<file path="config.mk">
export PLATFORM = sky130hd
export DESIGN_NAME = mac8_sequencer
export DESIGN_NICKNAME = d
export VERILOG_FILES = /design/src/rtl/mac8_sequencer.sv
export SDC_FILE = /design/constraint.sdc
export NUM_CORES = 1
export LEC_CHECK = 0
export BUFFER_PORTS_ARGS = -buffer_cell sky130_fd_sc_hd__buf_2
export CAP_MARGIN = 20
export CORE_UTILIZATION = 45
export CTS_BUF_LIST = sky130_fd_sc_hd__clkbuf_16
export CTS_CLUSTER_SIZE = 25
export DETAILED_ROUTE_END_ITERATION = 16
export PLACE_DENSITY_LB_ADDON = 0.15
export SYNTH_ARGS = -nofsm -noshare
export SYNTH_HDL_FRONTEND = slang
export SYNTH_SLANG_ARGS = --single-unit
</file>
<file path="constraint.sdc">
create_clock -name clk -period 2 [get_ports clk]
set_clock_uncertainty 0.1 [all_clocks]
set_input_delay 0.1 -clock clk [delete_from_list [all_inputs] [get_ports clk]]
set_output_delay 0.1 -clock clk [all_outputs]
set_load 0.005 [all_outputs]
</file>
<file path="src/rtl/mac8_sequencer.sv">
// mac8_sequencer: shared operand-index / write-back controller for the
// 8-lane MAC matrix-multiply datapath. All lanes run in lockstep off the
// indices generated here; lane L owns output row L.
//
// Optional build feature: define MAC8_SEQ_STALL_CNT_EN to add the
// stall_count output (WAIT_BUF cycles plus DRAIN cycles with buf_busy=1).
module mac8_sequencer #(
  parameter int DIM     = 8,
  parameter int MAC_LAT = 2,
  parameter int AW      = 6,
  parameter int CW      = 16
) (
  input  logic                     clk,
  input  logic                     reset_n,
  input  logic                     start,
  input  logic                     buf_busy,
  output logic                     busy,
  output logic                     done,
  output logic                     issue_valid,
  output logic [AW-1:0]            a_addr,
  output logic [$clog2(DIM)-1:0]   k_idx,
  output logic                     macc_clear,
  output logic                     wb_valid,
  output logic [$clog2(DIM)-1:0]   wb_col,
  output logic [CW-1:0]            cycle_count
`ifdef MAC8_SEQ_STALL_CNT_EN
  ,
  output logic [CW-1:0]            stall_count
`endif
);

  localparam int IW = $clog2(DIM);

  // DIM is a power of two, so the all-ones index is DIM-1.
  localparam logic [IW-1:0] IDX_ZERO = {IW{1'b0}};
  localparam logic [IW-1:0] IDX_ONE  = {{(IW-1){1'b0}}, 1'b1};
  localparam logic [IW-1:0] IDX_LAST = {IW{1'b1}};
  localparam logic [CW-1:0] CNT_ZERO = {CW{1'b0}};
  localparam logic [CW-1:0] CNT_MAX  = {CW{1'b1}};
  localparam logic [CW-1:0] CNT_ONE  = {{(CW-1){1'b0}}, 1'b1};

  typedef enum logic [2:0] {
    ST_IDLE     = 3'd0,
    ST_ISSUE    = 3'd1,
    ST_WAIT_BUF = 3'd2,
    ST_DRAIN    = 3'd3,
    ST_DONE     = 3'd4
  } state_t;

  state_t         state_r;
  logic [IW-1:0]  col_r;
  logic [IW-1:0]  k_r;

  // Write-back tag pipeline: stage 0 is loaded on the last-term issue
  // cycle, the final stage drives wb_valid/wb_col directly.
  logic [MAC_LAT-1:0] pipe_vld_r;
  logic [IW-1:0]      pipe_col_r [MAC_LAT];

  logic push_s;
  logic pending_s;

  // A address is col + DIM*k; with DIM a power of two that is {k, col}.
  function automatic logic [AW-1:0] operand_addr(input logic [IW-1:0] c,
                                                 input logic [IW-1:0] kk);
    logic [2*IW-1:0] full;
    full = {kk, c};
    return AW'(full);
  endfunction

  // Saturating increment for the cycle/stall counters.
  function automatic logic [CW-1:0] sat_inc(input logic [CW-1:0] v);
    logic [CW-1:0] r;
    if (v == CNT_MAX) begin
      r = v;
    end else begin
      r = v + CNT_ONE;
    end
    return r;
  endfunction

  // Last term of a column enters the write-back pipeline.
  always_comb begin
    push_s = 1'b0;
    if ((state_r == ST_ISSUE) && (k_r == IDX_LAST)) begin
      push_s = 1'b1;
    end else begin
      push_s = 1'b0;
    end
  end

  // Any write-back still queued behind the one currently on wb_valid.
  always_comb begin
    pending_s = 1'b0;
    for (int i = 0; i < MAC_LAT - 1; i++) begin
      pending_s = pending_s | pipe_vld_r[i];
    end
  end

  // Free-running write-back delay line; never stalled by buf_busy.
  always_ff @(posedge clk or negedge reset_n) begin
    if (!reset_n) begin
      pipe_vld_r <= {MAC_LAT{1'b0}};
      for (int i = 0; i < MAC_LAT; i++) begin
        pipe_col_r[i] <= IDX_ZERO;
      end
    end else begin
      pipe_vld_r[0] <= push_s;
      pipe_col_r[0] <= col_r;
      for (int i = 1; i < MAC_LAT; i++) begin
        pipe_vld_r[i] <= pipe_vld_r[i-1];
        pipe_col_r[i] <= pipe_col_r[i-1];
      end
    end
  end

  assign wb_valid = pipe_vld_r[MAC_LAT-1];
  assign wb_col   = pipe_col_r[MAC_LAT-1];

  // Sequencer FSM; outputs are loaded with the values for the next cycle.
  always_ff @(posedge clk or negedge reset_n) begin
    if (!reset_n) begin
      state_r     <= ST_IDLE;
      col_r       <= IDX_ZERO;
      k_r         <= IDX_ZERO;
      busy        <= 1'b0;
      done        <= 1'b0;
      issue_valid <= 1'b0;
      a_addr      <= {AW{1'b0}};
      k_idx       <= IDX_ZERO;
      macc_clear  <= 1'b0;
      cycle_count <= CNT_ZERO;
    end else begin
      case (state_r)
        ST_IDLE: begin
          done <= 1'b0;
          if (start) begin
            state_r     <= ST_ISSUE;
            col_r       <= IDX_ZERO;
            k_r         <= IDX_ZERO;
            busy        <= 1'b1;
            issue_valid <= 1'b1;
            a_addr      <= operand_addr(IDX_ZERO, IDX_ZERO);
            k_idx       <= IDX_ZERO;
            macc_clear  <= 1'b1;
            cycle_count <= CNT_ZERO;
          end else begin
            // cycle_count keeps the last run's total while idle
            state_r     <= ST_IDLE;
            issue_valid <= 1'b0;
            macc_clear  <= 1'b0;
          end
        end

        ST_ISSUE: begin
          cycle_count <= sat_inc(cycle_count);
          if (k_r != IDX_LAST) begin
            k_r         <= k_r + IDX_ONE;
            issue_valid <= 1'b1;
            a_addr      <= operand_addr(col_r, k_r + IDX_ONE);
            k_idx       <= k_r + IDX_ONE;
            macc_clear  <= 1'b0;
          end else begin
            k_r <= IDX_ZERO;
            if (col_r == IDX_LAST) begin
              state_r     <= ST_DRAIN;
              issue_valid <= 1'b0;
              macc_clear  <= 1'b0;
            end else begin
              col_r <= col_r + IDX_ONE;
              if (buf_busy) begin
                // column boundary: hold off until the buffer is free
                state_r     <= ST_WAIT_BUF;
                issue_valid <= 1'b0;
                macc_clear  <= 1'b0;
              end else begin
                issue_valid <= 1'b1;
                a_addr      <= operand_addr(col_r + IDX_ONE, IDX_ZERO);
                k_idx       <= IDX_ZERO;
                macc_clear  <= 1'b1;
              end
            end
          end
        end

        ST_WAIT_BUF: begin
          cycle_count <= sat_inc(cycle_count);
          if (!buf_busy) begin
            state_r     <= ST_ISSUE;
            issue_valid <= 1'b1;
            a_addr      <= operand_addr(col_r, IDX_ZERO);
            k_idx       <= IDX_ZERO;
            macc_clear  <= 1'b1;
          end else begin
            state_r     <= ST_WAIT_BUF;
            issue_valid <= 1'b0;
            macc_clear  <= 1'b0;
          end
        end

        ST_DRAIN: begin
          cycle_count <= sat_inc(cycle_count);
          issue_valid <= 1'b0;
          macc_clear  <= 1'b0;
          // wb_valid in flight this cycle is the last one once nothing
          // is queued behind it
          if (!pending_s && !buf_busy) begin
            state_r <= ST_DONE;
            done    <= 1'b1;
          end else begin
            state_r <= ST_DRAIN;
            done    <= 1'b0;
          end
        end

        ST_DONE: begin
          cycle_count <= sat_inc(cycle_count);
          state_r     <= ST_IDLE;
          done        <= 1'b0;
          busy        <= 1'b0;
          issue_valid <= 1'b0;
          macc_clear  <= 1'b0;
        end

        default: begin
          state_r     <= ST_IDLE;
          col_r       <= IDX_ZERO;
          k_r         <= IDX_ZERO;
          busy        <= 1'b0;
          done        <= 1'b0;
          issue_valid <= 1'b0;
          macc_clear  <= 1'b0;
        end
      endcase
    end
  end

`ifdef MAC8_SEQ_STALL_CNT_EN
  // Back-pressure cycles: every WAIT_BUF cycle and blocked DRAIN cycles.
  always_ff @(posedge clk or negedge reset_n) begin
    if (!reset_n) begin
      stall_count <= CNT_ZERO;
    end else if ((state_r == ST_IDLE) && start) begin
      stall_count <= CNT_ZERO;
    end else if ((state_r == ST_WAIT_BUF) ||
                 ((state_r == ST_DRAIN) && buf_busy)) begin
      stall_count <= sat_inc(stall_count);
    end else begin
      stall_count <= stall_count;
    end
  end
`else
  // stall counting not built; no extra state
`endif

endmodule

</file>
After elaboration in Yosys (flattened, before gate mapping)
Cells that the tools add are included.
{ "classes": {"div_mod_pow": 0, "magnitude_cmp": 0, "shifts": 0, "n_eq_ne": 16, "n_reduce_logical": 18, "n_mul": 0, "bitwise_logic": 2, "n_mux": 38, "add_sub_neg": 3} }
{ "op_table": {"columns": ["op", "n"], "rows": [
  ["2-to-1 mux 3 bit", 11],
  ["2-to-1 mux 16 bit", 2],
  ["one-hot mux 16 bit (2 select lines)", 1],
  ["2-to-1 mux 6 bit", 5],
  ["one-hot mux 3 bit (3 select lines)", 3],
  ["one-hot mux 6 bit (3 select lines)", 1],
  ["adder 16 x 1 -> 16 bit, second input constant", 1],
  ["== test 16 bit, second input constant", 1],
  ["one-hot mux 3 bit (4 select lines)", 1],
  ["!= test 2 bit, second input constant", 5],
  ["== test 3 bit, second input constant", 3],
  ["2-to-1 mux 1 bit", 9],
  ["adder 3 x 1 -> 3 bit, second input constant", 2],
  ["== test 3 x 2 -> 1 bit, second input constant", 2],
  ["!= test 3 x 2 -> 1 bit, second input constant", 2],
  ["!= test 3 bit, second input constant", 2],
  ["one-hot mux 1 bit (3 select lines)", 2],
  ["AND reduction 2 bit", 3],
  ["AND reduction 3 bit", 2],
  ["OR reduction 3 bit", 2],
  ["AND reduction 5 bit", 1],
  ["one-hot mux 1 bit (2 select lines)", 2],
  ["AND reduction 4 bit", 1],
  ["OR reduction 4 bit", 1],
  ["other kinds (9)", 12]
]} }
{ "totals": {"reg_bits": 46, "latch_bits": 0, "word_cells": 90, "romBits": 0, "out_inout_bits": 33, "n_memories": 0, "ram_bits": 0} }

Depth between registers and ports, before layout
{ "logic_depth": {"word_depth": 5, "depth_mapped": 8} }

Least setup slack after synthesis
Ideal clock, no wire load.
{ "synth_path": {"kind": "register to register", "from": "register cycle_count[0]", "to": "register cycle_count[9]", "period_less_slack_ns": 1.985, "path_stages_with_launch": 6, "arrival_ns": 1.759, "slack_ns": 0.015, "cell_sequence": "dfrtp_1 > ha_1 > nand3_1 > or4_4 > and4_4 > a221o_1"} }
{ "synth_via": {"elab_chain_len": 3, "elab_cells_between_ends": 6, "cone_classes": "add/sub (1); eq/ne (2); mux (2); reduce/logical (1)"} }
{ "synth_rtl": {"columns": ["element", "line", "source"], "rows": [
  ["from (decl)", "25", "output logic [CW-1:0] cycle_count"],
  ["from (signal assigned)", "155", "cycle_count <= sat_inc(cycle_count);"],
  ["from (signal assigned)", "186", "cycle_count <= sat_inc(cycle_count);"],
  ["from (signal assigned)", "201", "cycle_count <= sat_inc(cycle_count);"],
  ["adder 16 x 1 -> 16 bit or == test 16 bit (tied branches)", "76, 73", null],
  ["2-to-1 mux 16 bit or != test 2 bit (tied branches)", null, null],
  ["one-hot mux 16 bit (2 select lines) or AND reduction 3 bit (tied branches)", null, null]
]} }
Several ways; a longest one is shown, not always the timed one. The select of a mux whose other input is x is not followed.
A chain may end at the register's enable or synchronous reset.

Worst setup path after layout
{ "layout_path": {"from": "register cycle_count[7]", "to": "register cycle_count[9]"} }
Same word-level chain as after synthesis.

==> flow_metrics.env <==
export IMPL_status="completed"
export IMPL_chipHeight_um=73.6
export IMPL_io_buffers=36
export IMPL_pin_count=37
export IMPL_start_kind="flip-flop"
export IMPL_dieArea_um2=5420
export IMPL_drtIter0Drc=92
export IMPL_htree_levels=2
export IMPL_ys_async_sr_fraction=1.00
export IMPL_start_util=0.479
export IMPL_cts_made_buffers=5
export IMPL_arrival_ns=1.94
export IMPL_synth_edff_count=0
export IMPL_grt_max_degree=26
export IMPL_rows=25
export IMPL_antenna_found_initial=0
export IMPL_vias_per_cell=5.51
export IMPL_routabilityCongestion=0.804
export IMPL_cts_sinks=46
export IMPL_drtPass1Iterations=4
export IMPL_hold_depth=3
export IMPL_r2r_cells=4
export IMPL_maxSlewViolCount=0
export IMPL_cts_root_buf="clkbuf_16"
export IMPL_finalSetupTns_ns=0
export IMPL_grt_ovfl_total=0
export IMPL_post_drt_wl_per_cell_um=14.2
export IMPL_grt_pass1_vias=1756
export IMPL_min_period_ns=1.88
export IMPL_yosysSeqAreaShare=0.498
export IMPL_tritoncts="done"
export IMPL_ys_warnings_count=0
export IMPL_clk_pin_slew_ns=0.06
export IMPL_ant_nets=0
export IMPL_routed_wl_um=4970
export IMPL_synth_fp_nets=231
export IMPL_clk_insertion_delay_late_ns=0.28
export IMPL_crit_chain="nand4_4 -> or4_4 -> and4_4 -> a221o_1"
export IMPL_fin_crit_sh=0.939
export IMPL_synth_area_per_cell_um2=10.4
export IMPL_synth_cell_types=50
export IMPL_ctsLongestPathBuffers=2
export IMPL_nNetsFinal=294
export IMPL_worstMarginPinSlew_ns=0.555
export IMPL_crit_path_top_delay_cell="or4_4"
export IMPL_vdd_ir_drop_worst_uv=684
export IMPL_area_delta_synth_final_pct=25.0
export IMPL_max_freq_mhz=532
export IMPL_worst_path_max_fanout=6
export IMPL_grt_usage=0.201
export IMPL_fin_util=0.599
export IMPL_worst_setup_path_end_kind="flip-flop"
export IMPL_synth_main_ff_cell="dfrtp_1"
export IMPL_leakage_nw=1.44
export IMPL_dpl_hpwl_um=3710
export IMPL_diodes=0
export IMPL_powerDensity_nw_per_um2=1280
export IMPL_die_w_um=73.6
export IMPL_worstSetupPathType="reg2reg"
export IMPL_post_place_cells=344
export IMPL_cp_required_ns=2.06
export IMPL_setup_viol=0
export IMPL_finalHoldViolations=0
export IMPL_syn_cell_area_um2=2310
export IMPL_ys_seq_elements=46
export IMPL_instances_no_fill=351
export IMPL_drc=0
export IMPL_core_area_um2=4820
export IMPL_drive_gt1_frac=0.310
export IMPL_hold_path_class="in2reg"
export IMPL_rsz0062_at_grt="false"
export IMPL_maxCapViolations=0
export IMPL_synthCells=222
export IMPL_maxSlewHeadroom=0.630
export IMPL_cts_setup_buffers=0
export IMPL_critical_path_max_stage_delay_ns=0.59
export IMPL_num_vias=1935
export IMPL_grt_pass1_wl_um=8240
cells in the final DEF, fill, tap and decap left out, types with 4 or more instances in the layout:
master      n
inv_1       5
nor2b_1     4
buf_4      31
dfrtp_1    46
buf_2      36
a22o_1      9
mux2_2      4
ha_1        4
nand4_1     4
a21oi_1    11
nor3_1      9
mux2i_1     5
o21ai_0    12
nand2b_1    5
nand2_1    18
nand3_1     5
a31oi_1     4
nor2_1      9
clkbuf_16   5
nor4_1      6
worst max-delay path, delay by kind of cell, from the launching register on:
family | cells | cell delay [ns]
compound gates | 1 | 0.25
flops | 1 | 0.45
simple gates | 3 | 0.96
logic make-up (layout without fill, tap and decap cells):
logic type | count (synthesis) | in the layout | synth area share
fa+ha+maj | 5 | 5 | 0.0271
flops | 46 | 46 | 0.498
buf+inv | 17 | 79 | 0.0352
xor+xnor | 2 | 2 | 0.00759
simple gates | 80 | 80 | 0.197
compound gates | 63 | 63 | 0.194
mux | 9 | 9 | 0.0412
layout make-up:
cell class	instances	area [um2]
fill	457	1930
sequential	46	1150
multi-input combinational	159	1080
timing repair buffer	68	423
clock buffer	5	125
tap	67	83.8
inverter	5	18.8
clock inverter	1	3.75
final timing paths:
| kind | from | end | slack [ns] |
|---|---|---|---|
| max | cycle_count[7] | cycle_count[9] | 0.12 |
| min | start | busy | 0.05 |
| max reg2reg | cycle_count[7] | cycle_count[9] | 0.12 |
| min reg2reg | pipe_col_r[4] | wb_col[1] | 0.25 |
| max in group asynchronous | reset_n | k_idx[0] | 0.96 |
| min in group asynchronous | reset_n | wb_col[2] | 0.24 |
Yosys cell counts (2+ instances only):
master    instances  area [um2]
nor2_1           10        37.5
nand2_1          18        67.6
nand3_1           5        25.0
and2_1            3        18.8
o21a_1            2        15.0
nand2b_1          5        31.3
a21o_1            2        15.0
buf_2             5        25.0
a31oi_1           4        25.0
nor2b_1           4        25.0
a221o_1           2        20.0
and4_1            3        26.3
a21oi_1          11        55.1
buf_4             3        22.5
a31o_2            2        17.5
clkbuf_1          2        7.51
and3_1            3        18.8
o22a_1            2        17.5
a22o_1            9        78.8
inv_1             5        18.8
a211o_1           3        26.3
dfrtp_1          46        1150
ha_1              5        62.6
nor3_1            9        45.0
nand4_1           4        25.0
a41oi_1           3        26.3
or2_2             2        12.5
buf_1             2        7.51
nor4_1            6        37.5
o211ai_1          3        22.5
mux2i_1           5        50.1
mux2_2            4        45.0
o21ai_0          13        65.1
metal layers:
metal / wire length (um) / track usage / part of all wire / up-vias
li1: - / - / - / 958
met1: 2310 / 0.269 / 0.46 / 938
met2: 2440 / 0.334 / 0.49 / 32
met3: 164 / 0.0412 / 0.033 / 7
met4: 59 / 0.0513 / 0.012 / 0
met5: 0 / 0 / 0 / -
repair_timing:
action | in CTS | in global routing
hold endpoints to repair | 23 | 0
gates resized for setup | 0 | 3
setup endpoints to repair | 0 | 10
hold buffers | 1 | 0
state kept, by name (all words and copies together) (netlist names), 3 cells and up:
signal	count
wb_col	3
a_addr	6
pipe_col_r	3
k_r	3
k_idx	3
cycle_count	16
col_r	3
state_r	3
stage by stage:
step / power, mW / worst slack (ns) / hold WS [ns] / instance area (um2)
2_1_floorplan: 2.35 / 0.0150 / -0.296 / 2310
3_3_place_gp: 2.95 / 0.118 / 0.0201 / 2740
3_5_place_dp: 2.98 / 0.0970 / 0.0273 / 2740
4_1_cts: 3.76 / 0.0754 / 0.0468 / 2880
5_1_grt: 4.01 / 0.0130 / 0.0758 / 2890
6_report: 3.70 / 0.121 / 0.0463 / 2890
report_power, final:
group / internal (mW) / switching (mW) / leakage [nW] / total (mW)
Sequential: 1.23 / 0.165 / 0.599 / 1.39
Combinational: 0.769 / 0.796 / 0.779 / 1.56
Clock: 0.444 / 0.305 / 0.0632 / 0.749
Note: power is estimated with default switching activity, not from simulation.
